$ cat src/rtl/div_unit_pkg.sv
// Shared widths, RV32M divide op encodings and result constants for div_unit.
package div_unit_pkg;

    localparam int RegBus     = 32;
    localparam int RegAddrBus = 5;

    // funct3 encodings; bit 2 set marks a divide op, bit 1 selects remainder, bit 0 unsigned
    localparam logic [2:0] INST_DIV  = 3'b100;
    localparam logic [2:0] INST_DIVU = 3'b101;
    localparam logic [2:0] INST_REM  = 3'b110;
    localparam logic [2:0] INST_REMU = 3'b111;

    localparam logic [RegBus-1:0] DivResultZero    = 32'h0000_0000;
    localparam logic [RegBus-1:0] DivResultAllOnes = 32'hFFFF_FFFF;
    localparam logic [RegBus-1:0] DivIntMin        = 32'h8000_0000;

    function automatic logic [RegBus-1:0] abs32(input logic [RegBus-1:0] v);
        return v[RegBus-1] ? (~v + 32'd1) : v;
    endfunction

endpackage

$ cat src/rtl/div_unit.sv
// Iterative restoring RV32M divider: 34-cycle result (2 for div-by-zero/overflow) as a one-cycle
// register-file write; busy_o stalls EX, start_i ignored while busy, flush_i aborts with no write.
module div_unit
    import div_unit_pkg::*;
(
    input  logic                  clk,
    input  logic                  rst,
    input  logic                  start_i,
    input  logic                  flush_i,
    input  logic [2:0]            op_i,
    input  logic [RegBus-1:0]     dividend_i,
    input  logic [RegBus-1:0]     divisor_i,
    input  logic [RegAddrBus-1:0] waddr_i,
    output logic                  busy_o,
    output logic                  ready_o,
    output logic                  we_o,
    output logic [RegAddrBus-1:0] waddr_o,
    output logic [RegBus-1:0]     wdata_o
);

    typedef enum logic [1:0] {
        S_IDLE  = 2'd0,
        S_START = 2'd1,
        S_CALC  = 2'd2,
        S_END   = 2'd3
    } state_t;

    state_t state, state_nxt;

    logic              op_rem;
    logic              op_uns;
    logic [RegBus-1:0] qr;
    logic [RegBus-1:0] dvs;
    logic [RegBus-1:0] rem;
    logic [4:0]        cnt;
    logic              neg_quot;
    logic              neg_rem;

    logic              accept;
    logic              div_zero;
    logic              overflow;
    logic              special;
    logic [RegBus-1:0] special_res;
    logic [RegBus:0]   trial;
    logic [RegBus:0]   diff;
    logic              qbit;
    logic [RegBus-1:0] rem_nxt;
    logic [RegBus-1:0] qr_nxt;
    logic [RegBus-1:0] quot_fin;
    logic [RegBus-1:0] rem_fin;
    logic              last_iter;

    assign accept    = start_i && op_i[2] && !flush_i;
    assign last_iter = (cnt == 5'd31);

    always_ff @(posedge clk) begin
        if (rst) begin
            state <= S_IDLE;
        end else begin
            state <= state_nxt;
        end
    end

    always_comb begin
        state_nxt = state;
        busy_o    = 1'b0;
        ready_o   = 1'b0;
        case (state)
            S_IDLE:  if (accept) state_nxt = S_START;
            S_START: state_nxt = special ? S_END : S_CALC;
            S_CALC:  if (last_iter) state_nxt = S_END;
            S_END:   state_nxt = S_IDLE;
            default: state_nxt = S_IDLE;
        endcase
        if (flush_i) begin
            state_nxt = S_IDLE;
        end
        busy_o  = (state != S_IDLE);
        ready_o = (state == S_END) && !flush_i;
    end

    assign we_o = ready_o;

    // Special cases are decided on the raw latched operands, before the absolute-value step.
    always_comb begin
        div_zero    = (dvs == DivResultZero);
        overflow    = !op_uns && (qr == DivIntMin) && (dvs == DivResultAllOnes);
        special     = div_zero || overflow;
        special_res = DivResultZero;
        if (div_zero) begin
            special_res = op_rem ? qr : DivResultAllOnes;
        end else if (overflow) begin
            special_res = op_rem ? DivResultZero : DivIntMin;
        end
    end

    // One restoring step: qr shifts the dividend out of its MSB while quotient bits enter its LSB.
    always_comb begin
        trial    = {rem, qr[RegBus-1]};
        diff     = trial - {1'b0, dvs};
        qbit     = !diff[RegBus];
        rem_nxt  = qbit ? diff[RegBus-1:0] : trial[RegBus-1:0];
        qr_nxt   = {qr[RegBus-2:0], qbit};
        quot_fin = neg_quot ? (~qr_nxt + 32'd1) : qr_nxt;
        rem_fin  = neg_rem ? (~rem_nxt + 32'd1) : rem_nxt;
    end

    always_ff @(posedge clk) begin
        if (rst) begin
            op_rem   <= 1'b0;
            op_uns   <= 1'b0;
            qr       <= '0;
            dvs      <= '0;
            rem      <= '0;
            cnt      <= '0;
            neg_quot <= 1'b0;
            neg_rem  <= 1'b0;
            waddr_o  <= '0;
            wdata_o  <= '0;
        end else begin
            case (state)
                S_IDLE: begin
                    if (accept) begin
                        op_rem  <= op_i[1];
                        op_uns  <= op_i[0];
                        qr      <= dividend_i;
                        dvs     <= divisor_i;
                        waddr_o <= waddr_i;
                    end
                end
                S_START: begin
                    neg_quot <= !op_uns && (qr[RegBus-1] ^ dvs[RegBus-1]);
                    neg_rem  <= !op_uns && qr[RegBus-1];
                    rem      <= '0;
                    cnt      <= '0;
                    if (!op_uns) begin
                        qr  <= abs32(qr);
                        dvs <= abs32(dvs);
                    end
                    if (special) begin
                        wdata_o <= special_res;
                    end
                end
                S_CALC: begin
                    qr  <= qr_nxt;
                    rem <= rem_nxt;
                    cnt <= cnt + 5'd1;
                    if (last_iter) begin
                        wdata_o <= op_rem ? rem_fin : quot_fin;
                    end
                end
                default: ;
            endcase
        end
    end

endmodule

$ cat config.mk
export PLATFORM = sky130hd
export DESIGN_NAME = div_unit
export DESIGN_NICKNAME = d
export VERILOG_FILES = /design/src/rtl/div_unit_pkg.sv /design/src/rtl/div_unit.sv
export SDC_FILE = /design/constraint.sdc
export NUM_CORES = 1
export LEC_CHECK = 0
export ABC_AREA = 1
export BUFFER_PORTS_ARGS = -buffer_cell sky130_fd_sc_hd__buf_2
export CAP_MARGIN = 10
export CORE_UTILIZATION = 50
export CTS_CLUSTER_DIAMETER = 150
export DETAILED_ROUTE_END_ITERATION = 12
export PLACE_DENSITY = 0.66
export RECOVER_POWER = 25
export SLEW_MARGIN = 10
export SYNTH_ARGS = -nofsm -noshare
export SYNTH_HDL_FRONTEND = slang
export SYNTH_SLANG_ARGS = --single-unit
$ cat constraint.sdc
create_clock -name clk -period 5.1 [get_ports clk]
set_clock_uncertainty 0.1 [all_clocks]
set_input_delay 0 -clock clk [delete_from_list [all_inputs] [get_ports clk]]
set_output_delay 0 -clock clk [all_outputs]
set_load 0.01 [all_outputs]
# --- Yosys cells after proc, flatten, opt, wreduce, memory -nomap -nowiden ---
# Index checks and enable logic that the tools add are counted.
word_totals:
  out_inout_bits: 40
  word_cells: 86
  in_bits: 76
  regBits: 144
op_classes:
  addsub: 6
  n_bitwise: 5
  muxes: 25
  n_eq_ne: 12
  n_reduce_logical: 25
ops:
  columns: ["operator", "count"]
  rows:
  - ["2-to-1 mux 32 bit", 16]
  - ["case mux 32 bit (2 select lines)", 3]
  - ["adder 32 x 1 -> 32 bit, second input constant", 4]
  - ["inverter 32 bit", 4]
  - ["case mux 32 bit (3 select lines)", 1]
  - ["equality test 32 bit, second input constant", 2]
  - ["subtractor 33 x 32 -> 33 bit", 1]
  - ["zero test 32 bit", 1]
  - ["!= test 2 bit, second input constant", 6]
  - ["case mux 5 bit (2 select lines)", 1]
  - ["AND reduction 3 bit", 3]
  - ["case mux 2 bit (4 select lines)", 1]
  - ["AND reduction 4 bit", 2]
  - ["logical AND 1 bit", 7]
  - ["nonzero test 2 bit", 3]
  - ["adder 5 x 1 -> 5 bit, second input constant", 1]
  - ["equality test 5 bit, second input constant", 1]
  - ["equality test 2 bit, second input constant", 2]
  - ["2-to-1 mux 2 bit", 2]
  - ["AND reduction 2 bit", 2]
  - ["zero test 1 bit", 3]
  - ["nonzero test 3 bit", 1]
  - ["equality test 2 x 1 -> 1 bit, second input constant", 1]
  - ["zero test 2 bit", 1]
  - ["4 further kinds", 4]

# --- Longest topological paths before layout ---
depth:
  word_depth: 8
  ltp_mapped: 31
  mapped_depth_nobuf: 30

# --- Worst setup path after synthesis ---
# Ideal clock, no wire load.
synth_path:
  path_type: "register -> register"
  from: "register qr[31]"
  to: "register wdata_o[24]"
  path_stages_with_launch: 31
  period_less_slack_ps: 3703
  path_buffers: 1
  setup_slack_ps: 1397
  t_required_ps: 4881
  arrival_time_ps: 3483
  setup_ps: 119
  path_cell_list: "dfxtp_1 -> inv_1 -> ha_1 -> fa_1 -> inv_1 -> nand2_1 -> nand2_1 -> nand3_1 -> nand2_2 -> nand2_2 -> nand2_2 -> nand2_4 -> nand2_4 -> nand2_4 -> nand2_4 -> buf_4 -> ha_1 -> inv_1 -> nor2_1 -> inv_1 -> nor2_1 -> inv_1 -> nor2_1 -> inv_1 -> o31ai_1 -> o21ai_0 -> o21ai_0 -> a21o_1 -> nand2_1 -> nand2_1 -> a21oi_1"
synth_via:
  elab_chain_len: 8
  word_cells_on_any_way: 21
  cone_classes: "3 x add/sub; 2 x eq/ne; 9 x mux; 2 x bitwise; 5 x reduce/logical"
synth_lines:
  columns: ["item", "line", "text"]
  rows:
  - ["start, declared", "div_unit.sv:32", "logic [RegBus-1:0] qr;"]
  - ["start signal, assigned", "div_unit.sv:126", "qr <= dividend_i;"]
  - ["start signal, assigned", "div_unit.sv:137", "qr <= abs32(qr);"]
  - ["start signal, assigned", "div_unit.sv:145", "qr <= qr_nxt;"]
  - ["subtractor 33 x 32 -> 33 bit", "div_unit.sv:100", "diff = trial - {1'b0, dvs};"]
  - ["2-to-1 mux 32 bit or zero test 1 bit (tied branches)", "div_unit.sv:102, div_unit.sv:101", null]
  - ["inverter 32 bit, on equally long branches", "div_unit.sv:105, div_unit.sv:104", null]
  - ["adder 32 x 1 -> 32 bit, on equally long branches", "div_unit.sv:105, div_unit.sv:104", null]
  - ["2-to-1 mux 32 bit, on equally long branches", "div_unit.sv:105, div_unit.sv:104", null]
  - ["2-to-1 mux 32 bit", "div_unit.sv:149", "wdata_o <= op_rem ? rem_fin : quot_fin;"]
  - ["2-to-1 mux 32 bit", "div_unit.sv:148", "if (last_iter) begin"]
  - ["case mux 32 bit (2 select lines)", "div_unit.sv:121", "case (state)"]
  - ["end signal, assigned", "div_unit.sv:141", "wdata_o <= special_res;"]
  - ["end signal, assigned", "div_unit.sv:149", null]
  - ["end, declared", "div_unit.sv:18", "output logic [RegBus-1:0] wdata_o"]
# Several ways; a longest one is shown, not always the timed one. The select of a mux whose other input is x is not followed.
# A chain may end at the register's enable or synchronous reset.

# --- Worst setup path in the final report ---
layout_path:
  from: "register dvs[17]"
  to: "register wdata_o[24]"
layout_via:
  elab_chain_len: 8
  word_cells_on_any_way: 21
  cone_classes: "3 x add/sub; 2 x eq/ne; 9 x mux; 2 x bitwise; 5 x reduce/logical"
layout_lines:
  columns: ["item", "line", "text"]
  rows:
  - ["start, declared", "div_unit.sv:33", "logic [RegBus-1:0] dvs;"]
  - ["start signal, assigned", "div_unit.sv:127", "dvs <= divisor_i;"]
  - ["start signal, assigned", "div_unit.sv:138", "dvs <= abs32(dvs);"]
  - ["subtractor 33 x 32 -> 33 bit", "div_unit.sv:100", null]
  - ["2-to-1 mux 32 bit or zero test 1 bit (tied branches)", "div_unit.sv:102, div_unit.sv:101", null]
  - ["inverter 32 bit, on equally long branches", "div_unit.sv:105, div_unit.sv:104", null]
  - ["adder 32 x 1 -> 32 bit, on equally long branches", "div_unit.sv:105, div_unit.sv:104", null]
  - ["2-to-1 mux 32 bit, on equally long branches", "div_unit.sv:105, div_unit.sv:104", null]
  - ["2-to-1 mux 32 bit", "div_unit.sv:149", null]
  - ["2-to-1 mux 32 bit", "div_unit.sv:148", null]
  - ["case mux 32 bit (2 select lines)", "div_unit.sv:121", null]
# Several ways; a longest one is shown, not always the timed one. The select of a mux whose other input is x is not followed.

==> impl_metrics.env <==
export IMPL_status="finished with violations"
export IMPL_failed_checks="max-capacitance violations, max-slew violations"
export IMPL_p_clk_share_pct=30.0
export IMPL_wl_per_cell_um=18.11
export IMPL_cp_arrival_ns=4.67
export IMPL_final_nets=2626
export IMPL_worstPathRequired_ns=5.33
export IMPL_cts_sinks=144
export IMPL_clk_latency_ns=0.46
export IMPL_peakVddDrop_uv=343.4
export IMPL_dp_hpwl_um=38730
export IMPL_vias=16380
export IMPL_post_cts_resize_count=0
export IMPL_path_clk_slew_ns=0.07
export IMPL_synth_ff_type="dfxtp_1"
export IMPL_final_period_utilization_pct=87.10
export IMPL_dp_cells=2744
export IMPL_syn_area_mm2=0.01355
export IMPL_r2r_end="wdata_o[24]"
export IMPL_io_buffers=115
export IMPL_async_reset_ff_share_pct=0
export IMPL_synth_seq_area_share_pct=21.27
export IMPL_clock_root_buffer="clkbuf_16"
export IMPL_synth_edf_count=0
export IMPL_cap_violations=2
export IMPL_drc=0
export IMPL_r2r_slack_ns=0.66
export IMPL_pwr_share_seq_pct=29.3
export IMPL_yosys_cell_types_count=53
export IMPL_post_drt_via_cell_ratio=5.740
export IMPL_grt_max_degree=97
export IMPL_multi_input_area_mm2=0.008905
export IMPL_r2r_start="dvs[17]"
export IMPL_seq_area_mm2=0.002884
export IMPL_rsz0062_at_grt="no"
export IMPL_start_util_pct=51.43
export IMPL_postCtsHoldBufs=77
export IMPL_grt_usage_pct=37.00
export IMPL_layout_cells_non_filler=2853
export IMPL_whs_path_depth=5
export IMPL_netSwitchingPower_mw=2.003
export IMPL_leakage_nw=7.731
export IMPL_area_growth_pct=14.52
export IMPL_dr_first_iter_drc_count=2184
export IMPL_synthTopCellsByArea="dfxtp_1, nand2_1, inv_1"
export IMPL_synth_top_area_share_pct=21.27
export IMPL_fillers=2715
export IMPL_core_area_mm2=0.02635
export IMPL_intPower_mw=2.493
export IMPL_gp_congestion=0.9413
export IMPL_io_pin_count=116
export IMPL_htreeDepth=4
export IMPL_relSlewSlack_pct=-57.08
export IMPL_worstSetupEndpointType="flip-flop"
export IMPL_holdCritPathClass="input pin to flip-flop"
export IMPL_worstHoldStart="start_i"
export IMPL_antenna_found_initial=0
export IMPL_grt_pass1_vias=14840
export IMPL_ys_warn_count=0
export IMPL_fp_dieH_um=166.6
export IMPL_drt_pre_antenna_iters=6
export IMPL_post_route_min_period_ns=4.442
export IMPL_die_w_um=166.6
export IMPL_crit_type="flip-flop to flip-flop"
export IMPL_synth_top_cell_by_area="dfxtp_1"
export IMPL_grt_pass1_wl_um=81130
export IMPL_hold_viol=0
export IMPL_fmax_ghz=0.2251
export IMPL_worst_pin_slew_ns=2.356
export IMPL_rows=59
export IMPL_p_per_area_mw_per_mm2=289.7
export IMPL_numCtsBuffers=17
export IMPL_syn_inst=2383
export IMPL_setup_violations_final=0
export IMPL_drive_gt1_share_pct=8.618
export IMPL_final_setup_tns_ns=0
export IMPL_dieArea_mm2=0.02777
export IMPL_syn_num_nets=2504
export IMPL_final_antenna_net_count=0
export IMPL_ys_ff_latch=144
export IMPL_slew_violations=136
export IMPL_combinationalPowerShare_pct=40.7
export IMPL_avgSynthCellArea_um2=5.687
export IMPL_worst_hold_path_endpoint="op_rem"
export IMPL_finalWirelength_um=51670
export IMPL_clock_path_buffers=2
export IMPL_p_sw_share_pct=44.55
export IMPL_cts_tree="yes"
export IMPL_crit_fanout=22
export IMPL_post_cts_buffers=0
export IMPL_r2r_cells=26
export IMPL_num_antenna_cells=0
export IMPL_critPathLaunchType="flip-flop"
export IMPL_grt_overflow=0
[per-layer routing]
layer  track usage [%]  up-vias  wire, um
met1             52.66     7472     23110
met5                 0        -         0
met3             5.490       70      4639
li1                  -     8029         -
met2             58.11      804     22950
met4             9.501        0       969
[area by class of cell]
class,instances,share of cell area [%]
multi-input cells,1790,57.37
clock buffers,18,2.830
well taps,335,2.701
flip-flops and latches,144,18.58
repair buffers,208,9.101
clock inverters,14,1.096
inverters,344,8.319
[logic make-up (layout without fill, tap and decap cells)]
group           Yosys count  after routing  synth area share, %
simple gates           1261           1261                39.84
compound gates          471            471                20.71
buf+inv                 449            584                13.14
flops                   144            144                21.27
fa+ha+maj                45             45                4.210
xor+xnor                 13             13               0.8401
[state kept, by name, summed over array words and instances, names as in the netlist]
name and count:
dvs 32, qr 32, rem 32, wdata_o 32, cnt 5, waddr_o 5, state 2, neg_quot 1
neg_rem 1, op_rem 1, op_uns 1
[layout by cell type, fill, tap and decap left out, types with 5 or more instances in the layout]
| master | n |
|---|---|
| o21bai_1 | 6 |
| buf_2 | 74 |
| o21ai_1 | 5 |
| a31oi_1 | 13 |
| o211ai_1 | 13 |
| inv_6 | 5 |
| xnor2_1 | 5 |
| dfxtp_1 | 143 |
| a221oi_1 | 63 |
| nor2_1 | 213 |
| nor4_1 | 7 |
| inv_2 | 8 |
| nor3_1 | 28 |
| xor2_1 | 8 |
| nand2_2 | 31 |
| ha_1 | 44 |
| buf_4 | 15 |
| dlygate4sd3_1 | 77 |
| nand4_1 | 26 |
| nand3b_1 | 9 |
| nor2_2 | 19 |
| o221ai_1 | 5 |
| clkbuf_1 | 41 |
| nand3_1 | 176 |
| inv_1 | 332 |
| a21o_1 | 6 |
| nand2_4 | 6 |
| a21oi_2 | 13 |
| o21ai_0 | 144 |
| a21oi_1 | 181 |
| clkbuf_16 | 17 |
| nand2_1 | 729 |
[cells in the mapped netlist (all sizes together), types with 13 or more instances]
cell and number:
a31oi 13, nand2 767, o21ai 151, inv 339, o211ai 13, nor2 236, nor3 29, a21oi 195
a221oi 63, nand3 182, nand4 26, ha 44, clkbuf 70, buf 35, dfxtp 144
[power groups by stage]
| stage | combinational, mW | sequential [mW] | clock, mW |
|---|---|---|---|
| after global placement | 1.72 | 1.34 | 0 |
| after global routing | 2.01 | 1.33 | 1.40 |
| final | 1.83 | 1.32 | 1.35 |
| after CTS | 1.78 | 1.31 | 1.35 |
| after floorplan | 1.24 | 1.29 | 0 |
| after detailed placement | 1.72 | 1.34 | 0 |
[critical path: stages, from the launching register on]
cell and delay [ns]:
dfxtp_1 0.47, inv_1 0.17, ha_1 0.40, nand2_1 0.08, nand2_1 0.06, nand2_1 0.06, nand2_1 0.06, nand2_1 0.07
nand2_2 0.07, a21oi_4 0.23, nand3_2 0.28, nand2_4 0.34, ha_1 0.20, inv_1 0.05, nor2_1 0.19, inv_1 0.08
nor2_1 0.09, inv_1 0.09, nor2_1 0.09, inv_1 0.10, o31ai_1 0.35, o21ai_0 0.19, o21ai_0 0.18, a21o_1 0.11
nand2_1 0.05, nand2_1 0.06, a21oi_1 0.06
[through the flow]
step	power, mW	area (um^2)	hold WS [ns]	util [%]	setup slack, ns
after global placement	3.054	14200	0.1630	53.87	0.9141
after floorplan	2.536	13550	-0.04508	-	1.397
after detailed placement	3.060	14200	0.1631	53.87	0.8329
final	4.496	15520	0.1158	58.89	0.6577
after global routing	4.740	15520	0.1966	58.89	0.1495
after CTS	4.436	15580	0.08625	59.11	0.7992
[worst max-delay path by stage]
stage | from | to | slack, ns | cells past startpoint
floorplan | qr[31] | wdata_o[24] | 1.40 | 30
global route | qr[31] | wdata_o[24] | 0.15 | 29
detailed placement | qr[31] | wdata_o[24] | 0.83 | 29
CTS | qr[31] | wdata_o[24] | 0.80 | 29
global placement | qr[31] | wdata_o[24] | 0.91 | 29
finish | dvs[17] | wdata_o[24] | 0.66 | 26
No activity file was read; power rests on OpenSTA's default activity.
